<file path="src/rtl/cpu_seq_pkg.sv">
// Shared definitions for the CPU instruction sequencer: state encoding and default widths.
package cpu_seq_pkg;

  localparam int unsigned DefAddrWidth   = 5;
  localparam int unsigned DefOpcodeWidth = 4;

  typedef enum logic [1:0] {
    StHalt   = 2'd0,
    StFetch  = 2'd1,
    StExec   = 2'd2,
    StSquash = 2'd3
  } seq_state_e;

endpackage

</file>
<file path="src/rtl/cpu_sequencer_if.sv">
// Sequencer bus: run/step control, ROM address/data, decoder and datapath enables.
// CPU_SEQ_BREAKPOINT_EN adds the bp_addr/bp_hit breakpoint signals.
interface cpu_sequencer_if
  import cpu_seq_pkg::*;
#(
  parameter int unsigned ADDR_WIDTH   = DefAddrWidth,
  parameter int unsigned OPCODE_WIDTH = DefOpcodeWidth
);

  logic                    run;
  logic                    step;
  logic [OPCODE_WIDTH-1:0] opcode;
  logic                    skip_taken;
  logic [ADDR_WIDTH-1:0]   pc;
  logic [OPCODE_WIDTH-1:0] ir;
  logic                    exec_en;
  logic                    halted;
  logic                    wrapped;
`ifdef CPU_SEQ_BREAKPOINT_EN
  logic [ADDR_WIDTH-1:0]   bp_addr;
  logic                    bp_hit;

  modport master (
    output run, step, opcode, skip_taken, bp_addr,
    input  pc, ir, exec_en, halted, wrapped, bp_hit
  );

  modport slave (
    input  run, step, opcode, skip_taken, bp_addr,
    output pc, ir, exec_en, halted, wrapped, bp_hit
  );
`else
  modport master (
    output run, step, opcode, skip_taken,
    input  pc, ir, exec_en, halted, wrapped
  );

  modport slave (
    input  run, step, opcode, skip_taken,
    output pc, ir, exec_en, halted, wrapped
  );
`endif

endinterface

</file>
<file path="src/rtl/cpu_sequencer_counter.sv">
// Program counter: synchronous-reset up-counter, wraps modulo 2^WIDTH.
module Counter #(
  parameter int unsigned WIDTH = 5
) (
  input  logic             clk,
  input  logic             reset,
  input  logic             enable,
  output logic [WIDTH-1:0] out
);

  always_ff @(posedge clk) begin
    if (reset) begin
      out <= '0;
    end else if (enable) begin
      out <= out + WIDTH'(1);
    end
  end

endmodule

</file>
<file path="src/rtl/cpu_sequencer.sv">
// Instruction sequencer: owns PC and IR, run/halt/single-step control and skip squashing.
// CPU_SEQ_BREAKPOINT_EN enables the PC breakpoint compare in FETCH.
module cpu_sequencer
  import cpu_seq_pkg::*;
#(
  parameter int unsigned ADDR_WIDTH   = DefAddrWidth,
  parameter int unsigned OPCODE_WIDTH = DefOpcodeWidth
) (
  input logic             clk,
  input logic             reset,
  cpu_sequencer_if.slave  bus
);

  seq_state_e              state_q, state_d;
  logic                    step_mode_q, step_mode_d;
  logic [OPCODE_WIDTH-1:0] ir_q;
  logic                    wrapped_q;
  logic [ADDR_WIDTH-1:0]   pc;
  logic                    pc_en;
  logic                    fetch_ok;
  logic                    bp_divert;

`ifdef CPU_SEQ_BREAKPOINT_EN
  logic first_fetch_q;
  logic bp_hit_q;
  logic leaving_halt;

  // The first fetch after a resume skips the compare so execution moves past the breakpoint.
  assign bp_divert    = (state_q == StFetch) && !first_fetch_q && (pc == bus.bp_addr);
  assign leaving_halt = (state_q == StHalt) && (state_d != StHalt);

  always_ff @(posedge clk) begin
    if (reset) begin
      first_fetch_q <= 1'b0;
      bp_hit_q      <= 1'b0;
    end else begin
      if (leaving_halt) begin
        first_fetch_q <= 1'b1;
        bp_hit_q      <= 1'b0;
      end else if (state_q == StFetch) begin
        first_fetch_q <= 1'b0;
      end
      if (bp_divert) begin
        bp_hit_q <= 1'b1;
      end
    end
  end

  assign bus.bp_hit = bp_hit_q;
`else
  assign bp_divert = 1'b0;
`endif

  assign fetch_ok = (state_q == StFetch) && !bp_divert;
  assign pc_en    = fetch_ok || (state_q == StSquash);

  always_comb begin
    state_d     = state_q;
    step_mode_d = step_mode_q;
    unique case (state_q)
      StHalt: begin
        if (bus.run) begin
          state_d     = StFetch;
          step_mode_d = 1'b0;
        end else if (bus.step) begin
          state_d     = StFetch;
          step_mode_d = 1'b1;
        end
      end
      StFetch: begin
        state_d = bp_divert ? StHalt : StExec;
      end
      StExec: begin
        if (bus.skip_taken) begin
          state_d = StSquash;
        end else if (step_mode_q || !bus.run) begin
          state_d = StHalt;
        end else begin
          state_d = StFetch;
        end
      end
      StSquash: begin
        state_d = (step_mode_q || !bus.run) ? StHalt : StFetch;
      end
    endcase
  end

  always_ff @(posedge clk) begin
    if (reset) begin
      state_q     <= StHalt;
      step_mode_q <= 1'b0;
      ir_q        <= '0;
      wrapped_q   <= 1'b0;
    end else begin
      state_q     <= state_d;
      step_mode_q <= step_mode_d;
      if (fetch_ok) begin
        ir_q <= bus.opcode;
      end
      // High in the first cycle the counter shows 0 after rolling over.
      wrapped_q <= pc_en && (pc == '1);
    end
  end

  Counter #(
    .WIDTH (ADDR_WIDTH)
  ) u_pc_counter (
    .clk    (clk),
    .reset  (reset),
    .enable (pc_en),
    .out    (pc)
  );

  assign bus.pc      = pc;
  assign bus.ir      = ir_q;
  assign bus.exec_en = (state_q == StExec);
  assign bus.halted  = (state_q == StHalt);
  assign bus.wrapped = wrapped_q;

endmodule

</file>
<file path="src/flat_wrapper.sv">
// flat-port wrapper written by rule: the top's interface ports become plain ports
module cpu_sequencer_flat import cpu_seq_pkg::*;
#(
  parameter int unsigned ADDR_WIDTH   = DefAddrWidth,
  parameter int unsigned OPCODE_WIDTH = DefOpcodeWidth
)
  (clk, reset, bus_run, bus_step, bus_opcode, bus_skip_taken, bus_pc, bus_ir, bus_exec_en, bus_halted, bus_wrapped);
  cpu_sequencer_if #(.ADDR_WIDTH(ADDR_WIDTH), .OPCODE_WIDTH(OPCODE_WIDTH)) bus_i ();
  input logic clk;
  input logic reset;
  input wire logic [$bits(bus_i.run)-1:0] bus_run;
  input wire logic [$bits(bus_i.step)-1:0] bus_step;
  input wire logic [$bits(bus_i.opcode)-1:0] bus_opcode;
  input wire logic [$bits(bus_i.skip_taken)-1:0] bus_skip_taken;
  output wire logic [$bits(bus_i.pc)-1:0] bus_pc;
  output wire logic [$bits(bus_i.ir)-1:0] bus_ir;
  output wire logic [$bits(bus_i.exec_en)-1:0] bus_exec_en;
  output wire logic [$bits(bus_i.halted)-1:0] bus_halted;
  output wire logic [$bits(bus_i.wrapped)-1:0] bus_wrapped;
  assign bus_i.run = bus_run;
  assign bus_i.step = bus_step;
  assign bus_i.opcode = bus_opcode;
  assign bus_i.skip_taken = bus_skip_taken;
  assign bus_pc = bus_i.pc;
  assign bus_ir = bus_i.ir;
  assign bus_exec_en = bus_i.exec_en;
  assign bus_halted = bus_i.halted;
  assign bus_wrapped = bus_i.wrapped;
  cpu_sequencer #(.ADDR_WIDTH(ADDR_WIDTH), .OPCODE_WIDTH(OPCODE_WIDTH)) u_core (.clk(clk), .reset(reset), .bus(bus_i));
endmodule
</file>
<file path="config.mk">
export PLATFORM = sky130hd
export DESIGN_NAME = cpu_sequencer_flat
export DESIGN_NICKNAME = d
export VERILOG_FILES = /design/src/rtl/cpu_seq_pkg.sv /design/src/rtl/cpu_sequencer_if.sv /design/src/rtl/cpu_sequencer_counter.sv /design/src/rtl/cpu_sequencer.sv /design/src/flat_wrapper.sv
export SDC_FILE = /design/constraint.sdc
export NUM_CORES = 1
export LEC_CHECK = 0
export CAP_MARGIN = 25
export CORE_UTILIZATION = 40
export CTS_BUF_LIST = sky130_fd_sc_hd__clkbuf_16
export CTS_CLUSTER_DIAMETER = 200
export DETAILED_ROUTE_END_ITERATION = 6
export PLACE_DENSITY = 0.78
export SYNTH_ARGS = -nofsm -noshare
export SYNTH_HDL_FRONTEND = slang
export SYNTH_SLANG_ARGS = --single-unit
</file>
<file path="constraint.sdc">
create_clock -name clk -period 1.72 [get_ports clk]
set_clock_uncertainty 0.2 [all_clocks]
set_input_delay 0.344 -clock clk [delete_from_list [all_inputs] [get_ports clk]]
set_output_delay 0.344 -clock clk [all_outputs]
set_load 0.02 [all_outputs]
</file>
==> impl_metrics.json, run 1 <==
{
  "setup-tns-final_ps": 0,
  "synthCells": 53,
  "utilization": 0.709,
  "diodes": 0,
  "overflow": 0,
  "via_per_inst": 4.87,
  "start_util": 0.457,
  "clk_pin_slew_ps": 40,
  "cts_buffers": 3,
  "first_pass_iters": 2,
  "core_area_um2": 1190,
  "powerDensity_nw_per_um2": 1110,
  "synth.cell_area_um2": 542,
  "finalHoldViolCount": 0,
  "cp.arrival_ps": 1130,
  "routabilityCongestion": 0.664,
  "cts_tree": "done",
  "syn_nets": 64,
  "finalMaxSlewViolations": 0,
  "r2r_end": "u_core.u_pc_counter.out[4]$_SDFFE_PP0P_",
  "hpwl_um": 712,
  "nets": 90,
  "required_ps": 1180,
  "critical_path.startpoint": "u_core.bus.wrapped$_SDFF_PP0_",
  "outcome": "finished clean",
  "vdd_ir_drop_max_uv": 749,
  "endpoint": "bus_wrapped",
  "root_buffer": "clkbuf_16",
  "initialDrtViolationCount": 1,
  "slowest_delay_ps": 590,
  "cp_cell_sequence": "clkdlybuf4s50_1",
  "antenna_found_initial": 0,
  "maxCapViolations": 0,
  "hold_class": "register to register",
  "worst-path-max-fanout": 1,
  "start_kind": "register",
  "wl_um": 1020,
  "crit_cells": 1,
  "r2r_start": "u_core.u_pc_counter.out[0]$_SDFFE_PP0P_",
  "critical_path.top_delay_family": "buffers and inverters",
  "ant_nets": 0,
  "yosysWarnings": 0,
  "crit_path_end_kind": "output pin",
  "grt_pass1_wl_um": 1680,
  "rows": 12,
  "hold_depth": 2,
  "rsz0062_at_grt": "no",
  "drc": 0,
  "io_buffers": 20,
  "grt_max_degree": 14,
  "setup_violations": 0,
  "cts.htree.levels": 1,
  "p_leak_nw": 0.448,
  "io_pins": 21,
  "ys_ff_latch": 13,
  "synth-seq-area-share": 0.480,
  "clock_path_buffers": 2,
  "hold_buffers": 0,
  "slew-limit-headroom": 0.802,
  "max_freq_ghz": 0.597,
  "worstSetupPathType": "register to output pin",
  "slowest_stage": "clkdlybuf4s50_1",
  "rrSetupSlack_ps": 230,
  "final_layout_size_suffix_gt1_frac": 0.141,
  "timing.critical_path.buf_inv": 1,
  "r2r_cells": 5,
  "clock_latency_ps": 240,
  "cts.sinks": 13,
  "routedWlPerCell_um": 11.0,
  "worst_pin_slew_ps": 298,
  "die_area_um2": 1510,
  "dieHeight_um": 38.8,
  "dr_total_vias": 448,
  "post-route-min-period_ps": 1670,
  "min_period_over_period": 0.973,
  "syn_to_final_growth_pct": 55.2,
  "ys_types": 20,
  "synth_area_per_cell_um2": 10.2,
  "grt_pass1_vias": 414,
  "die_x_um": 38.8,
  "grt.total_usage": 0.177
}
==> synth_stat cells <==
| library cell | count | area share |
|---|---|---|
| xnor2_1 | 1 | 0.016 |
| nand2b_1 | 1 | 0.012 |
| nor2_1 | 11 | 0.076 |
| nand2_1 | 3 | 0.021 |
| xor2_1 | 2 | 0.032 |
| a21oi_1 | 2 | 0.018 |
| nand3b_1 | 1 | 0.014 |
| a211oi_1 | 1 | 0.014 |
| mux2i_1 | 6 | 0.11 |
| nor2b_2 | 1 | 0.016 |
| a21o_2 | 1 | 0.016 |
| nand4_1 | 1 | 0.012 |
| inv_1 | 1 | 0.0069 |
| and3_1 | 1 | 0.012 |
| clkbuf_1 | 1 | 0.0069 |
| buf_6 | 2 | 0.042 |
| ha_1 | 2 | 0.046 |
| nor2_4 | 1 | 0.021 |
| a221oi_2 | 1 | 0.028 |
| dfxtp_1 | 13 | 0.48 |
==> final cells by class <==
cell class	count	area [um^2]
inverters	1	3.75
repair buffers	24	229
clock inverters	1	3.75
flip-flops and latches	13	260
fillers	94	345
clock buffers	3	75.1
multi-input cells	36	251
well taps	14	17.5
==> sequential cells by signal, indices dropped and copies added, names as in the netlist <==
name,count
u_core.step_mode_q,1
u_core.bus.wrapped,1
u_core.bus.ir,4
u_core.state_q,2
u_core.u_pc_counter.out,5
==> metal layers <==
metal / vias to the layer above / global-route usage / share of wire
met5: - / 0 / 0
met4: 0 / 0.129 / 0.022
met3: 4 / 0.0694 / 0.065
met2: 17 / 0.283 / 0.46
met1: 200 / 0.184 / 0.45
li1: 227 / - / -
==> metrics by stage <==
stage / hold slack, ps / instance area (um^2) / worst slack (ps) / power (mW) / instances
after floorplan: 210 / 542 / 186 / 0.452 / 53
after global placement: 282 / 763 / 44.5 / 0.521 / 88
after detailed placement: 288 / 763 / 15.0 / 0.523 / 88
after CTS: 304 / 832 / 6.28 / 0.945 / 92
after global routing: 322 / 841 / 4.70 / 0.972 / 92
final: 292 / 841 / 45.8 / 0.933 / 92
==> worst min-delay path by stage <==
| stage | from | endpoint |
|---|---|---|
| global route | u_core.bus.ir[3]$_SDFFE_PP0N_ | u_core.bus.ir[3]$_SDFFE_PP0N_ |
| CTS | u_core.bus.ir[0]$_SDFFE_PP0N_ | u_core.bus.ir[0]$_SDFFE_PP0N_ |
| global placement | u_core.bus.ir[0]$_SDFFE_PP0N_ | u_core.bus.ir[0]$_SDFFE_PP0N_ |
| detailed placement | u_core.bus.ir[2]$_SDFFE_PP0N_ | u_core.bus.ir[2]$_SDFFE_PP0N_ |
| finish | u_core.bus.ir[0]$_SDFFE_PP0N_ | u_core.bus.ir[0]$_SDFFE_PP0N_ |
| floorplan | reset | u_core.state_q[0]$_SDFFE_PP0P_ |
==> placed cells by master, fill, tap and decap left out, drive strengths merged, types with 2 or more instances in the layout <==
master / Yosys / final
mux2i: 6 / 6
nand2: 3 / 3
ha: 2 / 2
xor2: 2 / 2
dlygate4sd2: 0 / 7
clkdlybuf4s50: 0 / 9
inv: 1 / 2
dfxtp: 13 / 13
buf: 2 / 4
dlymetal6s2s: 0 / 3
nor2: 12 / 12
clkbuf: 1 / 3
a21oi: 2 / 2
==> logic make-up after synthesis <==
logic type,after synthesis,synth area share
buffers and inverters,4,0.0554
multiplexers,6,0.111
XOR/XNOR,3,0.0485
AO/OA/AOI/OAI,5,0.0762
flip-flops,13,0.480
AND/OR/NAND/NOR,20,0.182
adder cells (fa/ha/maj),2,0.0462
==> where the power goes <==
part / internal, mW / switching [mW] / total, mW / leakage (nW)
clock network: 0.306 / 0.121 / 0.427 / 0.0423
logic: 0.0857 / 0.0764 / 0.162 / 0.299
registers: 0.324 / 0.0192 / 0.343 / 0.106
==> timing repair <==
| item | in CTS | in global routing |
|---|---|---|
| buffers inserted | 0 | 0 |
| gates resized for setup | 8 | 4 |
| endpoints found under the setup margin | 8 | 4 |
| pin swaps | 0 | 0 |
Note: power is estimated with default switching activity, not from simulation.
==> run 2, diff against run 1 <==
--- a/config.mk
+++ b/config.mk
@@ -5,7 +5,7 @@
 export SDC_FILE = /design/constraint.sdc
 export NUM_CORES = 1
 export LEC_CHECK = 0
-export CAP_MARGIN = 25
+export CAP_MARGIN = 20
 export CORE_UTILIZATION = 40
 export CTS_BUF_LIST = sky130_fd_sc_hd__clkbuf_16
 export CTS_CLUSTER_DIAMETER = 200
==> results of run 2 <==
The final DEF is identical to that of run 1; final timing and power are the same.
==> run 3, diff against run 2 <==
--- a/config.mk
+++ b/config.mk
@@ -5,6 +5,7 @@
 export SDC_FILE = /design/constraint.sdc
 export NUM_CORES = 1
 export LEC_CHECK = 0
+export ABC_CLOCK_PERIOD_IN_PS = 1720
 export CAP_MARGIN = 20
 export CORE_UTILIZATION = 40
 export CTS_BUF_LIST = sky130_fd_sc_hd__clkbuf_16
==> results of run 3 <==
The final DEF is identical to that of run 1; final timing and power are the same.
